**src/rtl/iir_output_capture_pkg.sv**
```systemverilog
// Shared FSM encoding and default widths for the IIR output capture block.
package iir_capture_pkg;

    typedef enum logic [1:0] {
        ST_IDLE    = 2'b00,
        ST_CAPTURE = 2'b01,
        ST_DONE    = 2'b10
    } state_t;

    localparam int DEF_DATA_W = 11;
    localparam int DEF_DEPTH  = 16;
    localparam int DEF_ADDR_W = 4;
    localparam int DEF_CNT_W  = 16;

endpackage

```
**src/rtl/iir_output_capture_if.sv**
```systemverilog
// Host/filter-facing signal bundle of the capture block; slave is the DUT side.
interface iir_output_capture_if #(
    parameter int DATA_W = 11,
    parameter int CNT_W  = 16,
    parameter int ADDR_W = 4
);
    logic              start;
    logic [CNT_W-1:0]  len;
    logic              vin;
    logic [DATA_W-1:0] din;
    logic              rd_en;
    logic              rd_valid;
    logic [DATA_W-1:0] rd_data;
    logic              busy;
    logic              done;
    logic              empty;
    logic              full;
    logic [ADDR_W:0]   level;
    logic              overflow;
    logic [CNT_W-1:0]  captured;

    modport slave (
        input  start, len, vin, din, rd_en,
        output rd_valid, rd_data, busy, done, empty, full, level, overflow, captured
    );

    modport master (
        output start, len, vin, din, rd_en,
        input  rd_valid, rd_data, busy, done, empty, full, level, overflow, captured
    );
endinterface

```
**src/rtl/iir_output_capture_fifo.sv**
```systemverilog
// Circular-buffer FIFO with registered read port; push into a full FIFO is
// accepted only when a pop frees the head in the same cycle.
module capture_fifo #(
    parameter int DATA_W = 11,
    parameter int DEPTH  = 16,
    parameter int ADDR_W = 4
) (
    input  logic              clk,
    input  logic              rst,
    input  logic              i_push,
    input  logic [DATA_W-1:0] i_din,
    input  logic              i_pop,
    output logic              o_rd_valid,
    output logic [DATA_W-1:0] o_rd_data,
    output logic              o_full,
    output logic              o_empty,
    output logic [ADDR_W:0]   o_level
);
    localparam logic [ADDR_W:0] FULL_LEVEL = (ADDR_W+1)'(DEPTH);

    logic [DATA_W-1:0] r_mem [DEPTH];
    logic [ADDR_W-1:0] r_wr_ptr;
    logic [ADDR_W-1:0] r_rd_ptr;
    logic [ADDR_W:0]   r_level;
    logic              r_rd_valid;
    logic [DATA_W-1:0] r_rd_data;
    logic              w_do_pop;
    logic              w_do_push;

    assign o_full     = (r_level == FULL_LEVEL);
    assign o_empty    = (r_level == '0);
    assign o_level    = r_level;
    assign o_rd_valid = r_rd_valid;
    assign o_rd_data  = r_rd_data;

    // A pop on an empty FIFO never sees same-cycle push data.
    assign w_do_pop  = i_pop && !o_empty;
    assign w_do_push = i_push && (!o_full || w_do_pop);

    always_ff @(posedge clk) begin
        if (w_do_push) begin
            r_mem[r_wr_ptr] <= i_din;
        end
    end

    always_ff @(posedge clk) begin
        if (rst) begin
            r_wr_ptr   <= '0;
            r_rd_ptr   <= '0;
            r_level    <= '0;
            r_rd_valid <= 1'b0;
            r_rd_data  <= '0;
        end else begin
            r_rd_valid <= w_do_pop;
            if (w_do_push) begin
                r_wr_ptr <= r_wr_ptr + ADDR_W'(1);
            end
            if (w_do_pop) begin
                r_rd_ptr  <= r_rd_ptr + ADDR_W'(1);
                r_rd_data <= r_mem[r_rd_ptr];
            end
            case ({w_do_push, w_do_pop})
                2'b10:   r_level <= r_level + (ADDR_W+1)'(1);
                2'b01:   r_level <= r_level - (ADDR_W+1)'(1);
                default: r_level <= r_level;
            endcase
        end
    end

endmodule

```
**src/rtl/iir_output_capture.sv**
```systemverilog
// Captures a programmed number of filter output samples into a FIFO for host
// readout, tracking accepted samples and a sticky overflow flag.
module iir_output_capture
    import iir_capture_pkg::*;
#(
    parameter int DATA_W = DEF_DATA_W,
    parameter int DEPTH  = DEF_DEPTH,
    parameter int ADDR_W = DEF_ADDR_W,
    parameter int CNT_W  = DEF_CNT_W
) (
    input  logic                  clk,
    input  logic                  rst,
    iir_output_capture_if.slave   bus
);
    state_t           r_state;
    state_t           w_state_next;
    logic [CNT_W-1:0] r_len;
    logic [CNT_W-1:0] r_captured;
    logic [CNT_W-1:0] w_captured_inc;
    logic             r_overflow;
    logic             w_pop;
    logic             w_push;
    logic             w_drop;
    logic             w_arm;
    logic             w_zero_start;
    logic             w_full;
    logic             w_empty;

    assign w_pop          = bus.rd_en && !w_empty;
    assign w_captured_inc = r_captured + CNT_W'(1);

    // captured counts dropped samples too, so reaching len ends the capture
    // regardless of FIFO space and the counter can never pass len.
    always_comb begin
        w_state_next = r_state;
        w_push       = 1'b0;
        w_drop       = 1'b0;
        w_arm        = 1'b0;
        w_zero_start = 1'b0;
        unique case (r_state)
            ST_IDLE, ST_DONE: begin
                if (bus.start) begin
                    if (bus.len != '0) begin
                        w_arm        = 1'b1;
                        w_state_next = ST_CAPTURE;
                    end else begin
                        w_zero_start = 1'b1;
                        w_state_next = ST_DONE;
                    end
                end
            end
            ST_CAPTURE: begin
                if (bus.vin) begin
                    if (!w_full || w_pop) begin
                        w_push = 1'b1;
                    end else begin
                        w_drop = 1'b1;
                    end
                    if (w_captured_inc == r_len) begin
                        w_state_next = ST_DONE;
                    end
                end
            end
            default: w_state_next = ST_IDLE;
        endcase
    end

    always_ff @(posedge clk) begin
        if (rst) begin
            r_state <= ST_IDLE;
        end else begin
            r_state <= w_state_next;
        end
    end

    always_ff @(posedge clk) begin
        if (rst) begin
            r_len      <= '0;
            r_captured <= '0;
            r_overflow <= 1'b0;
        end else begin
            if (w_arm) begin
                r_len <= bus.len;
            end
            if (w_arm || w_zero_start) begin
                r_captured <= '0;
            end else if (r_state == ST_CAPTURE && bus.vin) begin
                r_captured <= w_captured_inc;
            end
            if (w_arm) begin
                r_overflow <= 1'b0;
            end else if (w_drop) begin
                r_overflow <= 1'b1;
            end
        end
    end

    capture_fifo #(
        .DATA_W (DATA_W),
        .DEPTH  (DEPTH),
        .ADDR_W (ADDR_W)
    ) u_fifo (
        .clk        (clk),
        .rst        (rst),
        .i_push     (w_push),
        .i_din      (bus.din),
        .i_pop      (w_pop),
        .o_rd_valid (bus.rd_valid),
        .o_rd_data  (bus.rd_data),
        .o_full     (w_full),
        .o_empty    (w_empty),
        .o_level    (bus.level)
    );

    assign bus.full     = w_full;
    assign bus.empty    = w_empty;
    assign bus.busy     = (r_state == ST_CAPTURE);
    assign bus.done     = (r_state == ST_DONE);
    assign bus.overflow = r_overflow;
    assign bus.captured = r_captured;

endmodule
```
**src/flat_wrapper.sv**
```systemverilog
// flat-port wrapper written by rule: the top's interface ports become plain ports
module iir_output_capture_flat import iir_capture_pkg::*;
#(
    parameter int DATA_W = DEF_DATA_W,
    parameter int DEPTH  = DEF_DEPTH,
    parameter int ADDR_W = DEF_ADDR_W,
    parameter int CNT_W  = DEF_CNT_W
)
  (clk, rst, bus_start, bus_len, bus_vin, bus_din, bus_rd_en, bus_rd_valid, bus_rd_data, bus_busy, bus_done, bus_empty, bus_full, bus_level, bus_overflow, bus_captured);
  iir_output_capture_if #(.DATA_W(DATA_W), .CNT_W(CNT_W), .ADDR_W(ADDR_W)) bus_i ();
  input  logic clk;
  input  logic rst;
  input wire logic [$bits(bus_i.start)-1:0] bus_start;
  input wire logic [$bits(bus_i.len)-1:0] bus_len;
  input wire logic [$bits(bus_i.vin)-1:0] bus_vin;
  input wire logic [$bits(bus_i.din)-1:0] bus_din;
  input wire logic [$bits(bus_i.rd_en)-1:0] bus_rd_en;
  output wire logic [$bits(bus_i.rd_valid)-1:0] bus_rd_valid;
  output wire logic [$bits(bus_i.rd_data)-1:0] bus_rd_data;
  output wire logic [$bits(bus_i.busy)-1:0] bus_busy;
  output wire logic [$bits(bus_i.done)-1:0] bus_done;
  output wire logic [$bits(bus_i.empty)-1:0] bus_empty;
  output wire logic [$bits(bus_i.full)-1:0] bus_full;
  output wire logic [$bits(bus_i.level)-1:0] bus_level;
  output wire logic [$bits(bus_i.overflow)-1:0] bus_overflow;
  output wire logic [$bits(bus_i.captured)-1:0] bus_captured;
  assign bus_i.start = bus_start;
  assign bus_i.len = bus_len;
  assign bus_i.vin = bus_vin;
  assign bus_i.din = bus_din;
  assign bus_i.rd_en = bus_rd_en;
  assign bus_rd_valid = bus_i.rd_valid;
  assign bus_rd_data = bus_i.rd_data;
  assign bus_busy = bus_i.busy;
  assign bus_done = bus_i.done;
  assign bus_empty = bus_i.empty;
  assign bus_full = bus_i.full;
  assign bus_level = bus_i.level;
  assign bus_overflow = bus_i.overflow;
  assign bus_captured = bus_i.captured;
  iir_output_capture #(.DATA_W(DATA_W), .DEPTH(DEPTH), .ADDR_W(ADDR_W), .CNT_W(CNT_W)) u_core (.clk(clk), .rst(rst), .bus(bus_i));
endmodule
```
**config.mk**
```make
export PLATFORM = sky130hd
export DESIGN_NAME = iir_output_capture_flat
export DESIGN_NICKNAME = d
export VERILOG_FILES = /design/src/rtl/iir_output_capture_pkg.sv /design/src/rtl/iir_output_capture_if.sv /design/src/rtl/iir_output_capture_fifo.sv /design/src/rtl/iir_output_capture.sv /design/src/flat_wrapper.sv
export SDC_FILE = /design/constraint.sdc
export NUM_CORES = 1
export LEC_CHECK = 0
export CAP_MARGIN = 20
export CORE_MARGIN = 2
export CORE_UTILIZATION = 54
export CTS_CLUSTER_SIZE = 30
export DETAILED_ROUTE_END_ITERATION = 7
export PLACE_DENSITY = 0.74
export SLEW_MARGIN = 10
export SYNTH_ARGS = -nofsm -noshare
export SYNTH_HDL_FRONTEND = slang
export SYNTH_HIERARCHICAL = 1
export SYNTH_SLANG_ARGS = --single-unit
```
**constraint.sdc**
```tcl
create_clock -name clk -period 8.45 [get_ports clk]
set_clock_uncertainty 0.2 [all_clocks]
set_input_delay 1.2675 -clock clk [delete_from_list [all_inputs] [get_ports clk]]
set_output_delay 1.2675 -clock clk [all_outputs]
set_load 0.02 [all_outputs]
```
==> metrics.log, run 1 <==
[metrics] clock network latency to the later pin of the worst-skew pair: 0.51 ns
[metrics] starting density of the core: 55.28%
[metrics] dpl cells: 959
[metrics] number of antenna cells inserted: 0
[metrics] hold path startpoint: u_core/u_fifo/o_rd_data[8]
[metrics] synthesized flop and latch total: 236
[metrics] proportion of total power due to net switching: 20.27%
[metrics] Unique masters post-synth: 68
[metrics] DR vias: 6126
[metrics] switching power: 0.0004845 W
[metrics] count of H-tree levels built during CTS: 1
[metrics] result of the run: complete, no violations
[metrics] DRT iter0 DRCs: 524
[metrics] number of clock sinks: 236
[metrics] count of unresolved DRC violations after routing: 0
[metrics] Critical Path Start Type: input port
[metrics] Hold Buf Count CTS: 0
[metrics] vias in the first global route: 6080
[metrics] Final nets: 801
[metrics] final clock period utilization by the worst path: 49.27%
[metrics] cell internal pwr: 0.001906 W
[metrics] detailed-routing iteration count for the pre-antenna-repair pass: 5
[metrics] last weighted congestion value of the routability-driven placer: 0.8359
[metrics] hold crit path type: reg -> reg
[metrics] FFs w/ async S/R, synth: 0%
[metrics] Ys Warns: 6
[metrics] Mean Syn Cell Area: 14.38 um^2
[metrics] portion of total power attributed to sequential cells: 52.9%
[metrics] Vert. Die Dim: 139.8 um
[metrics] Total Power Consumption: 0.002391 W
[metrics] Max rail drop VDD: 0.0001507 V
[metrics] overall overflow remaining after global route: 0
[metrics] Setup-failing EPs final: 0
[metrics] ys flop type: sky130_fd_sc_hd__edfxtp_1
[metrics] list of most frequent post-synthesis cells: sky130_fd_sc_hd__edfxtp_1 (176), sky130_fd_sc_hd__nor2_1 (72), sky130_fd_sc_hd__mux2i_1 (65)
[metrics] Power Dens Cells: 206.5 nW/um^2
[metrics] TritonCTS Buffers: 24
[metrics] Setup Buffers After CTS: 0
[metrics] total track usage: 22.51%
[metrics] peak clock frequency supported by timing: 240.2 MHz
[metrics] worst setup path startpoint: bus_vin
[metrics] max_slew headroom: 27.61%
[metrics] worst setup path class: in -> reg
[metrics] start of the worst register-to-register path: u_core/u_fifo/o_level[0]
[metrics] Clock Pin Slew Worst Setup and Hold Paths: 0.06 ns
[metrics] first-pass GRT wire length: 34010 um
[metrics] fraction of final layout cells with drive strength greater than 1: 10.30%
[metrics] Core Box Area: 18020 um^2
[metrics] most area-hungry cell type in the Yosys netlist: sky130_fd_sc_hd__edfxtp_1
[metrics] Root Buffer: sky130_fd_sc_hd__clkbuf_16
[metrics] maximum root-to-sink buffer count: 3
[metrics] Die Footprint: 19550 um^2
[metrics] sequential element share of the synthesized area: 65.10%
[metrics] combinational cell fraction of total power: 5.0%
[metrics] dominant cell by count in the synthesized netlist: sky130_fd_sc_hd__edfxtp_1
[metrics] setup repair after global routing missed its margin: false
[metrics] Leak: 3.674 nW
[metrics] fraction of post-synthesis cell area in the top cell type by area: 53.05%
[metrics] Min Hold Slack: 0.3021 ns
[metrics] Data arrival, critical path: 4.37 ns
[metrics] horizontal extent of the die: 139.8 um
[metrics] Gate Count Post-Synth: 693
[metrics] count of final hold-check violations: 0
[metrics] placed wire-length estimate after detailed placement: 14470 um
[metrics] average detailed-routed wire length per instance: 21.96 um
[metrics] number of standard cells in the layout, taps in and fillers out: 1006
[metrics] cell area after synthesis: 9963 um^2
[metrics] total of cells resized after clock tree synthesis: 0
[metrics] number of buffer cells added on primary ports: 69
[metrics] clock period minus final worst setup slack: 4.164 ns
[metrics] count of final max-slew check failures: 0
[metrics] count of flip-flops with a built-in enable after synthesis: 176
[metrics] std cell rows: 49
[metrics] category of the worst setup path capture point: register
[metrics] CTS tree: done
[metrics] layout-stage area growth over the synthesis result: 16.19%
[metrics] clock network power share: 42.1%
[metrics] number of top-level design ports: 70
[metrics] number of antenna violations at the first check in global routing: 0
[metrics] max_cap viols: 0
[metrics] remaining antenna violation count after routing: 0
[metrics] maximum fanout along the worst path: 9
[metrics] sum of negative setup slack: 0 ns
[metrics] cell types occupying the most area after synthesis: sky130_fd_sc_hd__edfxtp_1 (53%), sky130_fd_sc_hd__dfxtp_1 (12%), sky130_fd_sc_hd__mux2i_1 (6.5%)
[metrics] endpoint required time on the critical path: 8.65 ns
[metrics] measured slew at the worst slew-check pin: 1.082 ns
[metrics] detailed-route wire length: 22090 um
[metrics] number of nets in the synthesized netlist: 735
[metrics] mean number of vias per cell: 6.089
[metrics] largest net degree at the start of global routing: 51
[placed cells by master (no fill, tap or decap), types with 2 or more instances in the layout]
cell type                           n
sky130_fd_sc_hd__or3_1              8
sky130_fd_sc_hd__nor2_1            72
sky130_fd_sc_hd__o22ai_1           22
sky130_fd_sc_hd__a21oi_1           12
sky130_fd_sc_hd__clkinv_1           7
sky130_fd_sc_hd__o21ai_0            7
sky130_fd_sc_hd__nand4b_1           2
sky130_fd_sc_hd__or3_2              3
sky130_fd_sc_hd__mux4_2            22
sky130_fd_sc_hd__dfxtp_1           59
sky130_fd_sc_hd__o211ai_1           2
sky130_fd_sc_hd__nor4_1            17
sky130_fd_sc_hd__nand2_1           21
sky130_fd_sc_hd__nand3_1            6
sky130_fd_sc_hd__a31oi_1            3
sky130_fd_sc_hd__mux2_4             3
sky130_fd_sc_hd__nand4_1            8
sky130_fd_sc_hd__a22o_1            10
sky130_fd_sc_hd__bufinv_16          2
sky130_fd_sc_hd__clkbuf_16         25
sky130_fd_sc_hd__buf_4              7
sky130_fd_sc_hd__clkdlybuf4s50_1   68
sky130_fd_sc_hd__edfxtp_1         176
sky130_fd_sc_hd__nor2b_1            6
sky130_fd_sc_hd__or4_1              3
sky130_fd_sc_hd__nand2b_1           9
sky130_fd_sc_hd__and3_1             3
sky130_fd_sc_hd__xnor2_1           18
sky130_fd_sc_hd__a21o_1             2
sky130_fd_sc_hd__ha_1               9
sky130_fd_sc_hd__nor4_2             2
sky130_fd_sc_hd__o21ai_1            3
sky130_fd_sc_hd__nor3_1            19
sky130_fd_sc_hd__inv_1             11
sky130_fd_sc_hd__clkbuf_1           8
sky130_fd_sc_hd__mux2i_1           65
sky130_fd_sc_hd__xor2_1            18
sky130_fd_sc_hd__nand3b_1           2
[worst max-delay path, cell delays in order]
cell and delay (ns):
sky130_fd_sc_hd__clkdlybuf4s50_1 0.49, sky130_fd_sc_hd__nand2_1 0.20, sky130_fd_sc_hd__a21oi_1 0.71, sky130_fd_sc_hd__nand2b_1 0.23, sky130_fd_sc_hd__inv_1 0.09, sky130_fd_sc_hd__ha_1 0.36
sky130_fd_sc_hd__nand2b_1 0.09, sky130_fd_sc_hd__a21oi_1 0.30, sky130_fd_sc_hd__mux2_2 0.38, sky130_fd_sc_hd__a221oi_1 0.25
[through the flow]
step | setup slack [ns] | utilization, % | area [um^2]
2_1_floorplan | 4.672 | - | 9963
3_3_place_gp | 3.372 | 59.85 | 10790
3_5_place_dp | 3.236 | 59.85 | 10790
4_1_cts | 3.774 | 64.04 | 11540
5_1_grt | 4.067 | 64.22 | 11580
6_report | 4.286 | 64.22 | 11580
[layout make-up]
cell class,instances,area [um^2]
clock inverters,11,98.84
clock buffers,33,655.6
repair buffers,78,764.5
inverters,12,45.04
multi-input cells,407,3236
flip-flops and latches,236,6490
well taps,229,286.5
fillers,1292,6449
[flip-flops by register name, indices dropped and copies added (netlist names)]
name                      count
u_core/r_state                2
u_core/u_fifo/r_wr_ptr        4
u_core/bus.overflow           1
u_core/u_fifo/o_level         5
u_core/u_fifo/r_mem         176
u_core/u_fifo/o_rd_valid      1
u_core/u_fifo/o_rd_data      11
u_core/r_len                 16
u_core/u_fifo/r_rd_ptr        4
u_core/bus.captured          16
[final timing paths]
kind / end / cells past startpoint / slack, ns
worst min-delay path: u_core/u_fifo/o_rd_data[8] / 2 / 0.30
worst max-delay path: u_core/u_fifo/o_level[4] / 10 / 4.29
worst max register to register: u_core/u_fifo/o_level[4] / 11 / 4.48
worst min register to register: u_core/u_fifo/o_rd_data[8] / 2 / 0.30
[cell families after synthesis]
family,count (synthesis),share of synthesized area (%)
xor gates and xnor gates,36,3.165
DFF,236,65.10
AOI/OAI and AO/OA,78,5.727
muxes,92,12.29
buffers and inverters,50,2.424
and+or+nand+nor,190,9.858
adders and majority gates,11,1.432
[layer usage]
layer	share of wire (%)	wire (um)	global-route usage, %	vias up
met2	51	11370	39.08	230
met3	5.7	1266	3.200	37
met1	41	8999	29.87	3080
li1	-	-	-	2779
met5	0	0	0	-
met4	2.1	453	6.316	0
[power by group through the flow]
stage	clock, W	sequential [W]	combinational (W)
CTS	0.00102	0.00126	0.000118
global placement	0	0.00129	0.000113
finish	0.00101	0.00127	0.000119
global route	0.00107	0.00127	0.000129
floorplan	0	0.00129	0.0000646
detailed placement	0	0.00129	0.000117
Power figures use the tool's default switching activity.
==> inputs of run 2 (changes only) <==
==> constraint.sdc (replaced) <==
create_clock -name clk -period 3.9 [get_ports clk]
set_clock_uncertainty 0.2 [all_clocks]
set_input_delay 0.585 -clock clk [delete_from_list [all_inputs] [get_ports clk]]
set_output_delay 0.585 -clock clk [all_outputs]
set_load 0.02 [all_outputs]
==> run 2 against run 1 <==
Wire length down 1.5%. Power grew 120%. Count of clock-buffer cells in the layout is 2 lower. First-iteration DRC count fell by 0.19%. Combinational power increased by 110%. Hold slack got worse by 0.0019 ns. Die area unchanged. Via count is 1.7% higher. Worst setup slack worse by 3.9 ns. Flip-flop and latch count stayed put. Non-clock buffer count is 16 higher. Register-to-register slack got worse by 4.1 ns. Critical path type is now reg -> reg. Largest power group unchanged.
==> metrics.log, run 2 (synthesis results as in run 1) <==
[metrics] count of H-tree levels built during CTS: 1
[metrics] Core Box Area: 18020 um^2
[metrics] number of antenna cells inserted: 0
[metrics] max_cap viols: 0
[metrics] number of buffer cells added on primary ports: 69
[metrics] horizontal extent of the die: 139.8 um
[metrics] Clock Pin Slew Worst Setup and Hold Paths: 0.06 ns
[metrics] maximum root-to-sink buffer count: 3
[metrics] number of top-level design ports: 70
[metrics] final clock period utilization by the worst path: 91.17%
[metrics] most used cells in the layout excluding fill and tap cells: sky130_fd_sc_hd__edfxtp_1 (176), sky130_fd_sc_hd__nor2_1 (72), sky130_fd_sc_hd__clkdlybuf4s50_1 (68)
[metrics] detailed-route wire length: 21750 um
[metrics] overall overflow remaining after global route: 0
[metrics] Power Dens Cells: 443.3 nW/um^2
[metrics] Setup Buffers After CTS: 0
[metrics] last weighted congestion value of the routability-driven placer: 0.8308
[metrics] cell internal pwr: 0.004101 W
[metrics] number of antenna violations at the first check in global routing: 0
[metrics] worst setup path class: reg -> reg
[metrics] Final nets: 817
[metrics] worst setup slack after layout: 0.3442 ns
[metrics] total of cells resized after clock tree synthesis: 0
[metrics] post-placement setup slack: 0.4169 ns
[metrics] largest reg by FF count: u_core/u_fifo/r_mem
[metrics] count of final hold-check violations: 0
[metrics] Fillers: 1291
[metrics] clock period minus final worst setup slack: 3.556 ns
[metrics] number of clock sinks: 236
[metrics] placed wire-length estimate after detailed placement: 13950 um
[metrics] average detailed-routed wire length per instance: 21.28 um
[metrics] proportion of total power due to net switching: 20.82%
[metrics] maximum fanout along the worst path: 8
[metrics] Hold Buf Count CTS: 0
[metrics] Leak: 3.764 nW
[metrics] start of the worst register-to-register path: u_core/u_fifo/o_level[3]
[metrics] number of standard cells in the layout, taps in and fillers out: 1022
[metrics] layout-stage area growth over the synthesis result: 17.26%
[metrics] detailed-routing iteration count for the pre-antenna-repair pass: 6
[metrics] remaining antenna violation count after routing: 0
[metrics] DRT iter0 DRCs: 523
[metrics] cell depth of the worst flop-to-flop path: 10
[metrics] worst setup path startpoint: u_core/u_fifo/o_level[3]
[metrics] dpl cells: 978
[metrics] measured slew at the worst slew-check pin: 1.083 ns
[metrics] clock network latency to the later pin of the worst-skew pair: 0.52 ns
[metrics] count of final max-slew check failures: 0
[metrics] hold crit path type: reg -> reg
[metrics] total track usage: 22.15%
[metrics] Setup-failing EPs final: 0
[metrics] Critical Path Start Type: register
[metrics] TritonCTS Buffers: 24
[metrics] DR vias: 6232
[metrics] mean number of vias per cell: 6.098
[metrics] CTS tree: done
[metrics] count of unresolved DRC violations after routing: 0
[metrics] portion of total power attributed to sequential cells: 52.9%
[metrics] fraction of final layout cells with drive strength greater than 1: 12.74%
[metrics] Data arrival, critical path: 3.78 ns
[metrics] clock network power share: 42.2%
[metrics] std cell rows: 49
[metrics] first-pass GRT wire length: 33870 um
[metrics] peak clock frequency supported by timing: 281.2 MHz
[metrics] setup repair after global routing missed its margin: false
[metrics] Total Power Consumption: 0.005179 W
[metrics] hold path startpoint: u_core/u_fifo/o_rd_data[10]
[metrics] Max rail drop VDD: 0.0002856 V
[metrics] Hold Path Depth: 2
[metrics] combinational cell fraction of total power: 4.9%
[metrics] switching power: 0.001078 W
[metrics] starting density of the core: 55.28%
[metrics] largest net degree at the start of global routing: 52
[metrics] Die Footprint: 19550 um^2
[metrics] most common cell after layout, fill and taps aside: sky130_fd_sc_hd__edfxtp_1
[metrics] Min Hold Slack: 0.3002 ns
[metrics] max_slew headroom: 27.66%
[metrics] endpoint required time on the critical path: 4.12 ns
[metrics] sum of negative setup slack: 0 ns
[metrics] result of the run: complete, no violations
[metrics] Vert. Die Dim: 139.8 um
[metrics] Root Buffer: sky130_fd_sc_hd__clkbuf_16
[metrics] Largest register FFs: 176
[metrics] vias in the first global route: 6243
[metrics] category of the worst setup path capture point: register
==> run 2: cell count changes in the layout (fill, tap and decap cells not counted) <==
| cell | previous run | this run |
|---|---|---|
| sky130_fd_sc_hd__buf_4 | 7 | 25 |
| sky130_fd_sc_hd__clkinv_2 | 1 | 6 |
| sky130_fd_sc_hd__clkinv_1 | 7 | 3 |
| sky130_fd_sc_hd__buf_6 | 1 | 0 |
| sky130_fd_sc_hd__buf_8 | 1 | 0 |
| sky130_fd_sc_hd__clkbuf_1 | 8 | 7 |
| sky130_fd_sc_hd__clkbuf_16 | 25 | 24 |
| sky130_fd_sc_hd__clkinv_8 | 0 | 1 |
==> run 2: metal layers <==
metal / track usage, % / wire length, um / share of wire [%]
met1: 30.45 / 9200 / 42
met2: 36.59 / 10680 / 49
met3: 3.200 / 1443 / 6.6
met4: 7.632 / 425 / 2.0
met5: 0 / 0 / 0
==> run 2: worst max-delay path, cell delays in order, from the launching register on <==
cell                       delay [ns]
sky130_fd_sc_hd__dfxtp_1         0.37
sky130_fd_sc_hd__or4_1           0.60
sky130_fd_sc_hd__buf_4           0.23
sky130_fd_sc_hd__nor2_1          0.19
sky130_fd_sc_hd__a21oi_1         0.13
sky130_fd_sc_hd__nand2b_1        0.20
sky130_fd_sc_hd__fa_1            0.41
sky130_fd_sc_hd__nand2b_1        0.17
sky130_fd_sc_hd__a21oi_1         0.33
sky130_fd_sc_hd__mux2_2          0.38
sky130_fd_sc_hd__a221oi_1        0.25
==> run 2: final timing paths <==
path | end | slack [ns]
min reg2reg | u_core/u_fifo/o_rd_data[10] | 0.30
min | u_core/u_fifo/o_rd_data[10] | 0.30
max | u_core/u_fifo/o_level[4] | 0.34
max reg2reg | u_core/u_fifo/o_level[4] | 0.34
==> run 2: power groups by stage <==
stage | Combinational [W] | Clock [W] | Sequential (W)
floorplan | 0.000140 | 0 | 0.00279
global placement | 0.000241 | 0 | 0.00279
detailed placement | 0.000252 | 0 | 0.00279
CTS | 0.000254 | 0.00222 | 0.00274
global route | 0.000275 | 0.00232 | 0.00274
finish | 0.000255 | 0.00218 | 0.00274
==> run 2: per-stage QoR <==
stage,utilization [%],area [um^2]
floorplan,-,9963
global placement,60.64,10930
detailed placement,60.64,10930
CTS,64.81,11680
global route,64.81,11680
finish,64.81,11680
==> run 2: layout make-up <==
cell class                 instances  area, um^2  area share (%)
multi-input combinational        407        3236           27.70
inverter                          12       45.04          0.3856
sequential                       236        6490           55.55
timing repair buffer              94       873.3           7.476
clock inverter                    13       125.1           1.071
tap                              229       286.5           2.453
clock buffer                      31       626.9           5.366
==> inputs of run 3 (changes only) <==
--- a/config.mk
+++ b/config.mk
@@ -5,7 +5,6 @@
 export SDC_FILE = /design/constraint.sdc
 export NUM_CORES = 1
 export LEC_CHECK = 0
-export CAP_MARGIN = 20
 export CORE_MARGIN = 2
 export CORE_UTILIZATION = 54
 export CTS_CLUSTER_SIZE = 30
==> results of run 3 <==
Same layout as run 2: the final DEF is identical, and so are final timing and power.
